==> src/rtl/regfile_pkg.sv <==
// Shared constants and types for the register-file write-back path.
// Holds the ALU request and buffered-load entry layouts plus a small port-use helper.
package regfile_pkg;

    localparam int REG_ADDR_W = 5;
    localparam int XLEN       = 32;

    typedef struct packed {
        logic                  valid;
        logic [REG_ADDR_W-1:0] rd;
        logic [XLEN-1:0]       data;
    } wb_req_t;

    typedef struct packed {
        logic                  live;
        logic [REG_ADDR_W-1:0] rd;
        logic [XLEN-1:0]       data;
    } ld_entry_t;

    // An ALU result only occupies a write port when it targets a real register.
    function automatic logic wb_active(input wb_req_t req);
        return req.valid && (req.rd != '0);
    endfunction

endpackage

==> src/rtl/wb_ld_fifo.sv <==
// Load-result FIFO: push one per cycle, pop up to two per cycle from the head.
// Latency: pushed entry is visible at the head on the following cycle.
// Backpressure: ready_o low while full or in reset; stale entries are killed in place.
module wb_ld_fifo
    import regfile_pkg::*;
#(
    parameter int DEPTH = 4
) (
    input  logic                  clk,
    input  logic                  reset,
    input  logic                  push_i,
    input  logic [REG_ADDR_W-1:0] push_rd_i,
    input  logic [XLEN-1:0]       push_data_i,
    input  logic                  kill_a_vld_i,
    input  logic [REG_ADDR_W-1:0] kill_a_rd_i,
    input  logic                  kill_b_vld_i,
    input  logic [REG_ADDR_W-1:0] kill_b_rd_i,
    input  logic [1:0]            pop_cnt_i,
    output ld_entry_t             head0_o,
    output logic                  head0_vld_o,
    output ld_entry_t             head1_o,
    output logic                  head1_vld_o,
    output logic                  ready_o
`ifdef WB_PERF_EN
    ,
    output logic [$clog2(DEPTH):0] kill_cnt_o
`endif
);

    localparam int PTR_W = $clog2(DEPTH);
    localparam int CNT_W = PTR_W + 1;

    ld_entry_t        mem_q [DEPTH];
    logic [PTR_W-1:0] rd_ptr_q, rd_ptr_d;
    logic [PTR_W-1:0] wr_ptr_q, wr_ptr_d;
    logic [CNT_W-1:0] count_q, count_d;
    logic [DEPTH-1:0] occ;
    logic [DEPTH-1:0] kill;
    logic [PTR_W-1:0] head1_idx;
    logic             push_hit;
    ld_entry_t        push_entry;

    function automatic logic stale_hit(input logic [REG_ADDR_W-1:0] rd,
                                       input logic a_vld, input logic [REG_ADDR_W-1:0] a_rd,
                                       input logic b_vld, input logic [REG_ADDR_W-1:0] b_rd);
        return (a_vld && (a_rd == rd)) || (b_vld && (b_rd == rd));
    endfunction

    for (genvar g = 0; g < DEPTH; g++) begin : g_slot
        logic [PTR_W-1:0] offs;
        assign offs    = PTR_W'(g) - rd_ptr_q;
        assign occ[g]  = {1'b0, offs} < count_q;
        assign kill[g] = occ[g] && mem_q[g].live &&
                         stale_hit(mem_q[g].rd, kill_a_vld_i, kill_a_rd_i, kill_b_vld_i, kill_b_rd_i);
    end

    // Loads are older than same-cycle ALU results, so an incoming load can be born dead.
    assign push_hit   = stale_hit(push_rd_i, kill_a_vld_i, kill_a_rd_i, kill_b_vld_i, kill_b_rd_i);
    assign push_entry = '{live: (push_rd_i != '0) && !push_hit, rd: push_rd_i, data: push_data_i};

    assign head1_idx = rd_ptr_q + PTR_W'(1);

    always_comb begin
        head0_o      = mem_q[rd_ptr_q];
        head0_o.live = mem_q[rd_ptr_q].live && !kill[rd_ptr_q];
        head1_o      = mem_q[head1_idx];
        head1_o.live = mem_q[head1_idx].live && !kill[head1_idx];
    end

    assign head0_vld_o = count_q != '0;
    assign head1_vld_o = count_q > CNT_W'(1);
    assign ready_o     = !reset && (count_q < CNT_W'(DEPTH));

    assign count_d  = count_q + CNT_W'(push_i) - CNT_W'(pop_cnt_i);
    assign rd_ptr_d = rd_ptr_q + PTR_W'(pop_cnt_i);
    assign wr_ptr_d = wr_ptr_q + PTR_W'(push_i);

`ifdef WB_PERF_EN
    always_comb begin
        kill_cnt_o = CNT_W'(push_i && push_hit && (push_rd_i != '0));
        for (int i = 0; i < DEPTH; i++) begin
            kill_cnt_o = kill_cnt_o + CNT_W'(kill[i]);
        end
    end
`endif

    always_ff @(posedge clk) begin
        if (reset) begin
            rd_ptr_q <= '0;
            wr_ptr_q <= '0;
            count_q  <= '0;
        end else begin
            rd_ptr_q <= rd_ptr_d;
            wr_ptr_q <= wr_ptr_d;
            count_q  <= count_d;
        end
    end

    // Storage needs no reset: occupancy is derived from pointers and count.
    always_ff @(posedge clk) begin
        for (int i = 0; i < DEPTH; i++) begin
            if (kill[i]) begin
                mem_q[i].live <= 1'b0;
            end
        end
        if (push_i) begin
            mem_q[wr_ptr_q] <= push_entry;
        end
    end

endmodule

==> src/rtl/regfile_wb_arbiter.sv <==
// Merges ALU slots A/B and buffered loads onto register-file write ports 3 and 6 (optional WB_PERF_EN counters).
// Latency: ALU 1 cycle, loads >= 2 cycles. Backpressure: ALU never stalls; ld_ready drops when FIFO full.
module regfile_wb_arbiter #(
    parameter int DEPTH = 4,
    parameter int XLEN  = 32
) (
    input  logic            clk,
    input  logic            reset,
    input  logic            a_valid,
    input  logic [4:0]      a_rd,
    input  logic [XLEN-1:0] a_data,
    input  logic            b_valid,
    input  logic [4:0]      b_rd,
    input  logic [XLEN-1:0] b_data,
    input  logic            ld_valid,
    input  logic [4:0]      ld_rd,
    input  logic [XLEN-1:0] ld_data,
    output logic            ld_ready,
    output logic            we3,
    output logic [4:0]      a3,
    output logic [XLEN-1:0] wd3,
    output logic            we6,
    output logic [4:0]      a6,
    output logic [XLEN-1:0] wd6
`ifdef WB_PERF_EN
    ,
    output logic [15:0]     perf_ld_stall,
    output logic [15:0]     perf_stale_kill
`endif
);

    import regfile_pkg::*;

    wb_req_t         req_a, req_b;
    logic            port3_busy, port6_busy;
    logic            push;
    ld_entry_t       head0, head1;
    logic            head0_vld, head1_vld;
    ld_entry_t       heads [2];
    logic [1:0]      heads_vld;
    logic [1:0]      pop_cnt;
    logic            free3, free6, blocked;
    logic            we3_d, we6_d, we3_q, we6_q;
    logic [4:0]      a3_d, a6_d, a3_q, a6_q;
    logic [XLEN-1:0] wd3_d, wd6_d, wd3_q, wd6_q;

    assign req_a      = '{valid: a_valid, rd: a_rd, data: a_data};
    assign req_b      = '{valid: b_valid, rd: b_rd, data: b_data};
    assign port3_busy = wb_active(req_a);
    assign port6_busy = wb_active(req_b);
    assign push       = ld_valid && ld_ready;

`ifdef WB_PERF_EN
    logic [$clog2(DEPTH):0] kill_cnt;
`endif

    wb_ld_fifo #(
        .DEPTH (DEPTH)
    ) u_fifo (
        .clk          (clk),
        .reset        (reset),
        .push_i       (push),
        .push_rd_i    (ld_rd),
        .push_data_i  (ld_data),
        .kill_a_vld_i (port3_busy),
        .kill_a_rd_i  (a_rd),
        .kill_b_vld_i (port6_busy),
        .kill_b_rd_i  (b_rd),
        .pop_cnt_i    (pop_cnt),
        .head0_o      (head0),
        .head0_vld_o  (head0_vld),
        .head1_o      (head1),
        .head1_vld_o  (head1_vld),
        .ready_o      (ld_ready)
`ifdef WB_PERF_EN
        ,
        .kill_cnt_o   (kill_cnt)
`endif
    );

    assign heads[0]  = head0;
    assign heads[1]  = head1;
    assign heads_vld = {head1_vld, head0_vld};

    // In-order drain: dead heads pop for free, a live head that finds no port blocks the rest.
    always_comb begin
        we3_d   = port3_busy;
        a3_d    = port3_busy ? req_a.rd : '0;
        wd3_d   = port3_busy ? req_a.data : '0;
        we6_d   = port6_busy;
        a6_d    = port6_busy ? req_b.rd : '0;
        wd6_d   = port6_busy ? req_b.data : '0;
        free3   = !port3_busy;
        free6   = !port6_busy;
        blocked = 1'b0;
        pop_cnt = 2'd0;
        for (int k = 0; k < 2; k++) begin
            if (heads_vld[k] && !blocked) begin
                if (!heads[k].live) begin
                    pop_cnt = pop_cnt + 2'd1;
                end else if (free3) begin
                    we3_d   = 1'b1;
                    a3_d    = heads[k].rd;
                    wd3_d   = heads[k].data;
                    free3   = 1'b0;
                    pop_cnt = pop_cnt + 2'd1;
                end else if (free6) begin
                    we6_d   = 1'b1;
                    a6_d    = heads[k].rd;
                    wd6_d   = heads[k].data;
                    free6   = 1'b0;
                    pop_cnt = pop_cnt + 2'd1;
                end else begin
                    blocked = 1'b1;
                end
            end
        end
    end

    always_ff @(posedge clk) begin
        if (reset) begin
            we3_q <= 1'b0;
            a3_q  <= '0;
            wd3_q <= '0;
            we6_q <= 1'b0;
            a6_q  <= '0;
            wd6_q <= '0;
        end else begin
            we3_q <= we3_d;
            a3_q  <= a3_d;
            wd3_q <= wd3_d;
            we6_q <= we6_d;
            a6_q  <= a6_d;
            wd6_q <= wd6_d;
        end
    end

    assign we3 = we3_q;
    assign a3  = a3_q;
    assign wd3 = wd3_q;
    assign we6 = we6_q;
    assign a6  = a6_q;
    assign wd6 = wd6_q;

`ifdef WB_PERF_EN
    logic [15:0] ld_stall_q, stale_kill_q;
    logic [16:0] stale_sum;

    assign stale_sum = {1'b0, stale_kill_q} + 17'(kill_cnt);

    always_ff @(posedge clk) begin
        if (reset) begin
            ld_stall_q   <= '0;
            stale_kill_q <= '0;
        end else begin
            if (ld_valid && !ld_ready && (ld_stall_q != 16'hFFFF)) begin
                ld_stall_q <= ld_stall_q + 16'd1;
            end
            stale_kill_q <= stale_sum[16] ? 16'hFFFF : stale_sum[15:0];
        end
    end

    assign perf_ld_stall   = ld_stall_q;
    assign perf_stale_kill = stale_kill_q;
`endif

endmodule

==> config.mk <==
export PLATFORM = sky130hd
export DESIGN_NAME = regfile_wb_arbiter
export DESIGN_NICKNAME = d
export VERILOG_FILES = /design/src/rtl/regfile_pkg.sv /design/src/rtl/wb_ld_fifo.sv /design/src/rtl/regfile_wb_arbiter.sv
export SDC_FILE = /design/constraint.sdc
export NUM_CORES = 1
export LEC_CHECK = 0
export CORE_UTILIZATION = 30
export CTS_CLUSTER_DIAMETER = 40
export DETAILED_ROUTE_END_ITERATION = 8
export SLEW_MARGIN = 15
export SYNTH_ARGS = -nofsm -noshare
export SYNTH_HDL_FRONTEND = slang
export SYNTH_SLANG_ARGS = --single-unit
export TNS_END_PERCENT = 100
==> constraint.sdc <==
create_clock -name clk -period 4.8 [get_ports clk]
set_input_delay 0.48 -clock clk [delete_from_list [all_inputs] [get_ports clk]]
set_output_delay 0.48 -clock clk [all_outputs]
set_load 0.005 [all_outputs]
==> summary.md, run 1 <==
| Metric | Value |
|---|---|
| Wire length of the first global-routing pass | 47.4 mm |
| CP Data Required Time | around 5200 ps |
| Final Max Tran Viols | 0 |
| Synth Area in Simple Gates | 0.109 |
| Crit Path Max Fanout | 5 |
| Mapped Area | around 11000 um2 |
| Post-CTS Repair Setup Buffers | 0 |
| Syn Nets | roughly 930 |
| Boundary pin count | just under 200 |
| Core area | approximately 37000 um2 |
| Initial antenna violation count | 1 |
| Row cnt | 70 |
| Vias in the first global route | roughly 8000 |
| Starting Density | 0.304 |
| Worst Hold Launch | reset |
| Xor/xnor share of the synthesized area | 0.0432 |
| Cell area power density | between 400 and 500 nW/um2 |
| Setup Skew | between 10 and 15 ps |
| GRT Total Usage | 0.166 |
| Total gr overflow | 0 |
| Die width | 195 um |
| EDFF count, synth | 152 |
| Compound-Gate Fraction of Synth Area | 0.0952 |
| Sw frac | 0.280 |
| DR pass1 iterations | 5 |
| Post-synth top area share | 0.410 |
| Cell Int Power | 5.33 mW |
| Post-CTS sizing | 0 |
| Mux contribution to synthesized area | 0.150 |
| Count of input and output buffers | between 150 and 200 |
| Post-Synth Adder-Cell Area | 0.0130 |
| Largest family of logic cells by synthesized area | multiplexers |
| Worst r2r path cells | 16 |
| Layout cells sized above 1 | 0.184 |
| R2R Path Start | u_fifo.mem_q[2][33] |
| Residual DRC | 0 |
| MaxCap Viol Count | 0 |
| Period utilisation layout | 0.858 |
| RSZ-0062 raised after global routing | false |
| Final Hold Fails | 0 |
| Ys async rst share | 0 |
| Cell Count, Final, Fillers Out | 1507 |
| CP endpoint kind | flip-flop |
| Inst Count DP | roughly 1400 |
| Die H | roughly 190 um |
| Critical path class | in2reg |
| Sequential power share | 0.333 |
| Bufs on Longest Clock Path | 3 |
| Largest net degree at the start of global routing | between 70 and 80 |
| Syn avg cell area | approximately 14 um2 |
| Max rail drop VDD | about 290 uV |
| CTS root buffer | clkbuf_16 |
| Crit path launch | a_rd[2] |
| Detail Route Antenna Nets | 0 |
| CTS H-tree lvls | 2 |
| Clk sink count | around 240 |
| Min-Delay Path Class | in2reg |
| Setup TNS | 0 ps |
| Routed WL | 30.7 mm |
| Synth Flop Type | edfxtp_1 |
| 1st-iter DRT viols | about 330 |
| CTS tree | built |
| Slew @ Worst Pin | ~1200 ps |
| Mapped Cells | between 800 and 900 |
| Fmax | roughly 0.24 GHz |
| Flops & latches, synth | about 240 |
| Most common cell after layout, fill and taps aside | clkdlybuf4s50_1 |
| # setup viols final | 0 |
| Total CTS buffers | 37 |
| Final GP Congestion | slightly below 0.9 |
| Worst skew pair latency | roughly 540 ps |
| Vias post-DR | 7700 |
| Post-layout minimum cycle time | just over 4000 ps |
| Max_slew headroom | 0.214 |
| CP Data Arrival Time | 4530 ps |
| Status | finished clean |
| Routed WL per cell | 20.4 um |
| Worst hold path stage count | 2 |
| Die area | ~38000 um2 |
| Post-synthesis sequential area ratio | 0.559 |
| Avg Vias per Cell | 5.11 |
| P_sw | 2.07 mW |
| Cell variety after synth | 52 |
| Synthesis-to-layout area growth | 34.6% |
| Hold bufs inserted after CTS | 0 |
| Ys Warns | 0 |
| Startpoint Class | input pin |
| HPWL Detailed | 20.4 mm |
| Inserted Diodes | 0 |
| Leakage power | 5.09 nW |
| Filler Cell Count | 3388 |
| Commonest non-fill, non-tap cells in the layout | 191 x clkdlybuf4s50_1, 152 x edfxtp_1, 94 x nor2_1 |
| Combinational share of power | 0.284 |
| Area leader, netlist | edfxtp_1 |
| Net count, final | between 1000 and 1500 |
| Clock-pin slew on the worst setup and hold paths | about 50 ps |
| Clock network fraction of design power | 0.383 |
| Area contributors post-synth | edfxtp_1 41%, dfxtp_1 15%, mux4_2 15% |
state kept, by name (all words and copies together), names as in the netlist:
signal,cells
u_fifo.mem_q,152
wd3,32
wd6,32
a3,5
a6,5
u_fifo.count_q,3
u_fifo.rd_ptr_q,2
u_fifo.wr_ptr_q,2
we3,1
we6,1
cell families after synthesis:
kind of cell	Yosys count
AND/OR/NAND/NOR	239
flip-flops	235
AO/OA/AOI/OAI	115
multiplexers	77
buffers and inverters	73
XOR/XNOR	55
adder cells (fa/ha/maj)	11
per-stage QoR:
stage	worst slack (ps)	power, mW	area (um2)	hold slack (ps)	util
floorplan	72.8	3.88	11200	545	-
global placement	212	4.60	13700	578	0.373
detailed placement	176	4.63	13700	582	0.373
CTS	731	7.50	15000	341	0.410
global route	434	7.78	15000	374	0.410
finish	683	7.40	15000	370	0.410
power by group through the flow:
stage	Clock (mW)	Sequential, mW	Combinational [mW]
CTS	2.89	2.47	2.13
global route	2.98	2.49	2.30
detailed placement	0	2.51	2.12
floorplan	0	2.46	1.43
finish	2.84	2.47	2.10
global placement	0	2.51	2.09
cell usage after synthesis (2+ instances only):
master	count
edfxtp_1	152
o211ai_1	3
inv_1	11
nand3_1	7
o21ai_0	5
mux2i_1	4
a221o_1	73
o21a_1	4
buf_1	10
buf_2	5
nor2b_1	43
a22oi_1	2
nor2_1	96
or4_1	2
a21oi_1	6
nor4_1	8
o2111ai_2	2
buf_6	9
a211o_1	3
clkbuf_1	38
dfxtp_1	83
mux4_2	72
xor2_1	21
a21o_1	2
ha_1	10
nand2_1	14
nand2b_1	41
xnor2_1	34
a211oi_1	3
nand4_1	6
nor3_1	15
layer usage:
metal  vias to the layer above  global-route usage  share of wire
met5                         -                   0        0.00042
met4                         2              0.0569          0.024
met3                        57              0.0411          0.058
met2                       227               0.277           0.49
met1                      3869               0.208           0.43
li1                       3545                   -              -
worst max-delay path, cell delays in order:
cell and delay [ps]:
clkdlybuf4s50_1 560, or4_4 600, o21ai_4 180, nor4_1 120, a31oi_1 260, o2111ai_2 160
nor3_2 220, nor2_1 70, ha_1 300, a32oi_1 170, nor2_1 80, ha_1 280
inv_1 40, ha_1 190, fa_1 440, xnor2_1 190, xnor2_1 130, nor2_1 50
final timing paths:
kind	to	slack [ps]
worst max-delay path	u_fifo.count_q[2]	680
worst min-delay path	u_fifo.count_q[2]	370
worst max register to register	u_fifo.count_q[2]	790
worst min register to register	u_fifo.wr_ptr_q[1]	590
layout make-up:
class	count	area (um2)	share of cell area
Sequential cell	235	6230	0.415
Tap cell	468	586	0.0390
Clock inverter	23	318	0.0212
Inverter	11	41.3	0.00275
Clock buffer	45	1020	0.0680
Multi-Input combinational cell	497	4600	0.307
Timing Repair Buffer	228	2200	0.147
Note: power is estimated with default switching activity, not from simulation.
==> inputs of run 2 (changes only) <==
--- a/config.mk
+++ b/config.mk
@@ -5,9 +5,11 @@
 export SDC_FILE = /design/constraint.sdc
 export NUM_CORES = 1
 export LEC_CHECK = 0
+export ABC_CLOCK_PERIOD_IN_PS = 4800
 export CORE_UTILIZATION = 30
 export CTS_CLUSTER_DIAMETER = 40
 export DETAILED_ROUTE_END_ITERATION = 8
+export MAX_ROUTING_LAYER = met4
 export SLEW_MARGIN = 15
 export SYNTH_ARGS = -nofsm -noshare
 export SYNTH_HDL_FRONTEND = slang
==> summary.md, run 2 (synthesized netlist as in run 1, its figures left out) <==
| Metric | Value |
|---|---|
| Worst r2r path cells | 16 (unchanged) |
| Slew @ Worst Pin | 1120 ps (was 1180 ps) |
| Total CTS buffers | 39 (was 37) |
| HPWL Detailed | 20.4 mm (about the same) |
| Hold bufs inserted after CTS | 0 (unchanged) |
| Critical R2R Capture | u_fifo.count_q[2] (unchanged) |
| GRT Total Usage | 0.168 (was 0.166) |
| Post-route setup slack | 665 ps (was 683 ps) |
| Cell area power density | 488 nW/um2 (was 494 nW/um2) |
| Period utilisation layout | 0.861 (was 0.858) |
| DR pass1 iterations | 4 (was 5) |
| Post-route cell area | 15000 um2 (about the same) |
| Worst skew pair latency | 550 ps (was 540 ps) |
| Layout Utilization | 0.410 (about the same) |
| R2R setup slack | 770 ps (was 790 ps) |
| Worst path cell trace | clkdlybuf4s50_1 > buf_4 > xnor2_1 > nand3_1 > nor4_1 > o2111ai_2 > o2111a_1 > a41oi_1 > ha_1 > a32oi_1 > nor2_1 > ha_1 > inv_1 > ha_1 > fa_1 > xnor2_1 > xnor2_1 > nor2_1 (was clkdlybuf4s50_1 > or4_4 > o21ai_4 > nor4_1 > a31oi_1 > o2111ai_2 > nor3_2 > nor2_1 > ha_1 > a32oi_1 > nor2_1 > ha_1 > inv_1 > ha_1 > fa_1 > xnor2_1 > xnor2_1 > nor2_1) |
| CTS root buffer | clkbuf_16 (unchanged) |
| Clk sink count | 235 (unchanged) |
| Critical path class | in2reg (unchanged) |
| Fmax | 0.242 GHz (was 0.243 GHz) |
| CP Data Arrival Time | 4550 ps (was 4530 ps) |
| Status | finished clean (unchanged) |
| Count of input and output buffers | 192 (unchanged) |
| R2R Path Start | u_fifo.mem_q[2][36] (was u_fifo.mem_q[2][33]) |
| Avg Vias per Cell | 5.09 (was 5.11) |
| Row cnt | 70 (unchanged) |
| Post-layout minimum cycle time | 4130 ps (was 4120 ps) |
| Net count, final | 1141 (was 1137) |
| Commonest non-fill, non-tap cells in the layout | 191 x clkdlybuf4s50_1, 152 x edfxtp_1, 94 x nor2_1 (unchanged) |
| CTS H-tree lvls | 2 (unchanged) |
| Min-Delay Path Class | in2reg (unchanged) |
| 1st-iter DRT viols | 453 (was 327) |
| Wire length of the first global-routing pass | 47.1 mm (was 47.4 mm) |
| Largest register by flop count | u_fifo.mem_q (unchanged) |
| RSZ-0062 raised after global routing | false (unchanged) |
| Vias in the first global route | 8086 (was 8033) |
| Vias post-DR | 7694 (was 7700) |
| Worst Hold Launch | reset (unchanged) |
| Die H | 195 um (unchanged) |
| CP top delay family | adder cells (unchanged) |
| WHS Endpoint | u_fifo.count_q[2] (unchanged) |
| Most common cell after layout, fill and taps aside | clkdlybuf4s50_1 (unchanged) |
| Post-CTS Repair Setup Buffers | 0 (unchanged) |
| Leakage power | 5.09 nW (about the same) |
| Buf/Inv on CP | 3 (was 2) |
| MaxCap Viol Count | 0 (unchanged) |
| Clock-pin slew on the worst setup and hold paths | 50 ps (about the same) |
| Final Hold Fails | 0 (unchanged) |
| CP Data Required Time | 5220 ps (was 5210 ps) |
| Largest net degree at the start of global routing | 75 (was 74) |
| Startpoint Class | input pin (unchanged) |
| Max rail drop VDD | 265 uV (was 288 uV) |
| CTS tree | built (unchanged) |
| Bufs on Longest Clock Path | 3 (unchanged) |
| CP endpoint kind | flip-flop (unchanged) |
| Crit Path Max Fanout | 5 (unchanged) |
| Starting Density | 0.304 (unchanged) |
| Worst hold path stage count | 2 (unchanged) |
| Post-CTS sizing | 0 (unchanged) |
| Final GP Congestion | 0.883 (was 0.886) |
| Die area | 37900 um2 (unchanged) |
| Detail Route Antenna Nets | 0 (unchanged) |
| Max reg flops | 152 (unchanged) |
| Cell Area, Placed | 13700 um2 (about the same) |
| Critical path depth | 18 (unchanged) |
| Total gr overflow | 0 (unchanged) |
| Max_slew headroom | 0.254 (was 0.214) |
| Setup TNS | 0 ps (unchanged) |
| CP peak stage delay | 630 ps (was 600 ps) |
| Routed WL per cell | 20.1 um (was 20.4 um) |
| Routed WL | 30.4 mm (was 30.7 mm) |
| Die width | 195 um (unchanged) |
| Setup Skew | 17.6 ps (was 11.8 ps) |
| CP max-delay cell | clkdlybuf4s50_1 (was or4_4) |
| Core area | 36600 um2 (unchanged) |
| Synthesis-to-layout area growth | 34.7% (was 34.6%) |
| Residual DRC | 0 (unchanged) |
| Cell Count, Final, Fillers Out | 1513 (was 1507) |
| Inst Count DP | 1441 (was 1439) |
| # setup viols final | 0 (unchanged) |
| Post-Place Setup Slack | 165 ps (was 176 ps) |
| Initial antenna violation count | 1 (unchanged) |
| Boundary pin count | 193 (unchanged) |
| Final Max Tran Viols | 0 (unchanged) |
| Layout cells sized above 1 | 0.187 (was 0.184) |
-- run 2: cell count changes in the layout (fill, tap and decap cells not counted) --
cell | previous run | this run
buf_4 | 36 | 38
clkinv_8 | 0 | 2
inv_6 | 3 | 5
clkbuf_8 | 0 | 3
clkinv_16 | 1 | 0
clkbuf_16 | 40 | 41
inv_4 | 3 | 1
inv_8 | 0 | 3
bufinv_16 | 6 | 2
diode_2 | 0 | 1
clkinv_1 | 0 | 1
clkinv_4 | 2 | 3
clkinvlp_4 | 2 | 3
clkinv_2 | 6 | 2
-- run 2: worst max-delay path by stage --
stage	slack [ps]	end	from
floorplan	70	u_fifo.count_q[2]	u_fifo.rd_ptr_q[0]
global placement	200	u_fifo.count_q[2]	a_rd[2]
detailed placement	160	u_fifo.count_q[2]	a_rd[2]
CTS	740	u_fifo.count_q[2]	a_rd[2]
global route	380	u_fifo.count_q[2]	a_rd[2]
finish	670	u_fifo.count_q[2]	a_rd[2]
-- run 2: metrics by stage --
stage / total power, mW / hold slack [ps]
after detailed placement: 4.62 / 590
after floorplan: 3.88 / 545
final: 7.33 / 382
after global routing: 7.71 / 402
after CTS: 7.43 / 341
after global placement: 4.61 / 577
-- run 2: power by group --
group	internal, mW	switching, mW	total (mW)	leakage [nW]
logic	1.13	0.963	2.09	2.38
registers	2.35	0.120	2.47	2.07
clock network	1.75	1.02	2.77	0.642
total	5.22	2.10	7.33	5.09
-- run 2: layout make-up --
| type | instances | area [um2] |
|---|---|---|
| Antenna cell | 1 | 2.50 |
| Clock buffer | 49 | 1090 |
| Clock inverter | 22 | 239 |
| Fill cell | 3405 | 21600 |
| Inverter | 11 | 41.3 |
| Multi-Input combinational cell | 497 | 4600 |
| Sequential cell | 235 | 6230 |
| Tap cell | 468 | 586 |
| Timing Repair Buffer | 230 | 2220 |
-- run 2: worst register-to-register path, delay by kind of cell (launching register included) --
kind | cells | cell delay [ps]
fa+ha+maj | 4 | 1180
compound gates | 4 | 930
simple gates | 4 | 750
xor+xnor | 3 | 540
flops | 1 | 470
buf+inv | 1 | 40
-- run 2: routing by layer --
metal  GRT usage  share of wire  up-vias  wire [um]
li1            -              -     3551          -
met1       0.208           0.44     3866      13200
met2       0.271           0.49      239      14800
met3      0.0345          0.056       38       1710
met4      0.0610          0.019        0        582
met5           -              0        -          0
==> inputs of run 3 (changes only) <==
--- a/config.mk
+++ b/config.mk
@@ -9,6 +9,7 @@
 export CORE_UTILIZATION = 30
 export CTS_CLUSTER_DIAMETER = 40
 export DETAILED_ROUTE_END_ITERATION = 8
+export GPL_TIMING_DRIVEN = 0
 export MAX_ROUTING_LAYER = met4
 export SLEW_MARGIN = 15
 export SYNTH_ARGS = -nofsm -noshare
==> summary.md, run 3 (synthesized netlist as in run 1, its figures left out) <==
| Metric | Value |
|---|---|
| Status | finished clean (unchanged) |
| Die width | 195 um (unchanged) |
| Min-Delay Path Class | in2reg (unchanged) |
| Min Hold Slack | 268 ps (was 382 ps) |
| Cell Count, Final, Fillers Out | 1539 (was 1513) |
| RSZ-0062 raised after global routing | false (unchanged) |
| Worst skew pair latency | 540 ps (was 550 ps) |
| Count of input and output buffers | 181 (was 192) |
| Fmax | 0.220 GHz (was 0.242 GHz) |
| Final Hold Fails | 0 (unchanged) |
| Period utilisation layout | 0.947 (was 0.861) |
| Vias post-DR | 8038 (was 7694) |
| Clk sink count | 235 (unchanged) |
| Final Max Tran Viols | 0 (unchanged) |
| Wire length of the first global-routing pass | 51.3 mm (was 47.1 mm) |
| Avg Vias per Cell | 5.22 (was 5.09) |
| CP endpoint kind | flip-flop (unchanged) |
| Residual DRC | 0 (unchanged) |
| Cell area power density | 499 nW/um2 (was 488 nW/um2) |
| Met2 Use GR | 0.305 (was 0.271) |
| CTS tree | built (unchanged) |
| Critical Path Most Common Cell | ha_1 |
| Detail Route Antenna Nets | 0 (unchanged) |
| CP max-delay cell | fa_1 (was clkdlybuf4s50_1) |
| GRT Max-Usage Layer | met2 (unchanged) |
| Worst path cell trace | buf_6 > clkbuf_8 > buf_6 > xnor2_2 > ha_1 > a21oi_1 > o21a_1 > a31oi_1 > o2111a_2 > a41oi_2 > ha_1 > a32oi_1 > nor2_1 > ha_1 > inv_1 > ha_1 > fa_1 > xnor2_1 > xnor2_1 > nor2_1 (was clkdlybuf4s50_1 > buf_4 > xnor2_1 > nand3_1 > nor4_1 > o2111ai_2 > o2111a_1 > a41oi_1 > ha_1 > a32oi_1 > nor2_1 > ha_1 > inv_1 > ha_1 > fa_1 > xnor2_1 > xnor2_1 > nor2_1) |
| Vias in the first global route | 8331 (was 8086) |
| Largest net degree at the start of global routing | 24 (was 75) |
| GRT Total Usage | 0.187 (was 0.168) |
| Core area | 36600 um2 (unchanged) |
| Setup Skew | 22.0 ps (was 17.6 ps) |
| Startpoint Class | flip-flop (was input pin) |
| Filler Cell Count | 3408 (was 3405) |
| Routed WL per cell | 22.3 um (was 20.1 um) |
| Most common cell after layout, fill and taps aside | clkdlybuf4s50_1 (unchanged) |
| Routed WL | 34.3 mm (was 30.4 mm) |
| Commonest non-fill, non-tap cells in the layout | 181 x clkdlybuf4s50_1, 152 x edfxtp_1, 96 x nor2_1 (was 191 x clkdlybuf4s50_1, 152 x edfxtp_1, 94 x nor2_1) |
| Initial antenna violation count | 2 (was 1) |
| Post-layout minimum cycle time | 4550 ps (was 4130 ps) |
| CTS H-tree lvls | 2 (unchanged) |
| Max_slew headroom | 0.312 (was 0.254) |
| CP top delay family | adder cells (unchanged) |
| MaxCap Viol Count | 0 (unchanged) |
| CP Data Required Time | 5190 ps (was 5220 ps) |
| Synthesis-to-layout area growth | 35.4% (was 34.7%) |
| Max rail drop VDD | 222 uV (was 265 uV) |
| Die H | 195 um (unchanged) |
| Row cnt | 70 (unchanged) |
| Crit Path Max Fanout | 10 (was 5) |
| Crit path launch | u_fifo.rd_ptr_q[1] (was a_rd[2]) |
| Total CTS buffers | 40 (was 39) |
| Clock-pin slew on the worst setup and hold paths | 50 ps (about the same) |
| Slew @ Worst Pin | 1030 ps (was 1120 ps) |
| Leakage power | 5.11 nW (was 5.09 nW) |
| Boundary pin count | 193 (unchanged) |
| Final GP Congestion | 0.867 (was 0.883) |
| CTS root buffer | clkbuf_16 (unchanged) |
| 1st-iter DRT viols | 536 (was 453) |
| Total gr overflow | 0 (unchanged) |
| Grt met3 use | 0.0347 (was 0.0345) |
| CP peak stage delay | 430 ps (was 630 ps) |
| # setup viols final | 0 (unchanged) |
| DR pass1 iterations | 5 (was 4) |
| GR Util met1 | 0.230 (was 0.208) |
| CP Data Arrival Time | 4940 ps (was 4550 ps) |
| Critical path class | reg2reg (was in2reg) |
| Worst Hold Launch | a_rd[3] (was reset) |
| Starting Density | 0.304 (unchanged) |
| Multi-input gate area | 4600 um2 (about the same) |
| Largest register by flop count | u_fifo.mem_q (unchanged) |
| Register area | 6230 um2 (about the same) |
| Hold bufs inserted after CTS | 0 (unchanged) |
| HPWL Detailed | 24.4 mm (was 20.4 mm) |
| Die area | 37900 um2 (unchanged) |
| Max reg flops | 152 (unchanged) |
| Buf/Inv on CP | 4 (was 3) |
| Inst Count DP | 1462 (was 1441) |
| Layout cells sized above 1 | 0.178 (was 0.187) |
| R2R Path Start | u_fifo.rd_ptr_q[1] (was u_fifo.mem_q[2][36]) |
| Net count, final | 1165 (was 1141) |
| Bufs on Longest Clock Path | 3 (unchanged) |
[run 3: layout make-up]
type | count | area share
sequential | 235 | 0.413
tap | 468 | 0.0388
inverter | 11 | 0.00274
antenna | 2 | 0.000332
clock buffer | 45 | 0.0696
buffer | 60 | 0.0232
timing repair buffer | 193 | 0.129
clock inverter | 28 | 0.0189
multi-input combinational | 497 | 0.305
[run 3: where the power goes]
part / leakage (nW) / switching, mW / internal [mW]
clock: 0.659 / 1.05 / 1.77
sequential: 2.07 / 0.0801 / 2.34
combinational: 2.39 / 1.13 / 1.16
[run 3: worst paths after layout]
check                                          end  slack, ps  cells after the start
worst max-delay path             u_fifo.count_q[2]        250                     20
worst min-delay path                         a3[3]        270                      2
worst max register to register   u_fifo.count_q[2]        250                     20
worst min register to register  u_fifo.wr_ptr_q[1]        600                      2
[run 3: stage by stage]
| step | cell area [um2] | power (mW) | setup WS, ps | utilization | setup TNS, ps |
|---|---|---|---|---|---|
| 3_5_place_dp | 13700 | 4.70 | -984 | 0.373 | -9760 |
| 3_3_place_gp | 13600 | 4.69 | -2770 | 0.370 | -118030 |
| 5_1_grt | 15100 | 7.88 | 19.7 | 0.412 | 0 |
| 2_1_floorplan | 11200 | 3.88 | 72.8 | - | 0 |
| 6_report | 15100 | 7.53 | 254 | 0.412 | 0 |
| 4_1_cts | 15000 | 7.58 | 0.490 | 0.411 | 0 |
[run 3: repair_timing]
action                     in CTS  in global routing
gates resized for setup        16                  7
setup endpoints to repair      65                  3
pin swaps                       2                  1
setup buffers                   2                  2
hold endpoints to repair        0                  0
[run 3: routing by layer]
layer  vias up  share of wire
li1       3607              -
met1      4082           0.42
met2       282           0.49
met3        67          0.059
met4         0          0.029
met5         -              0
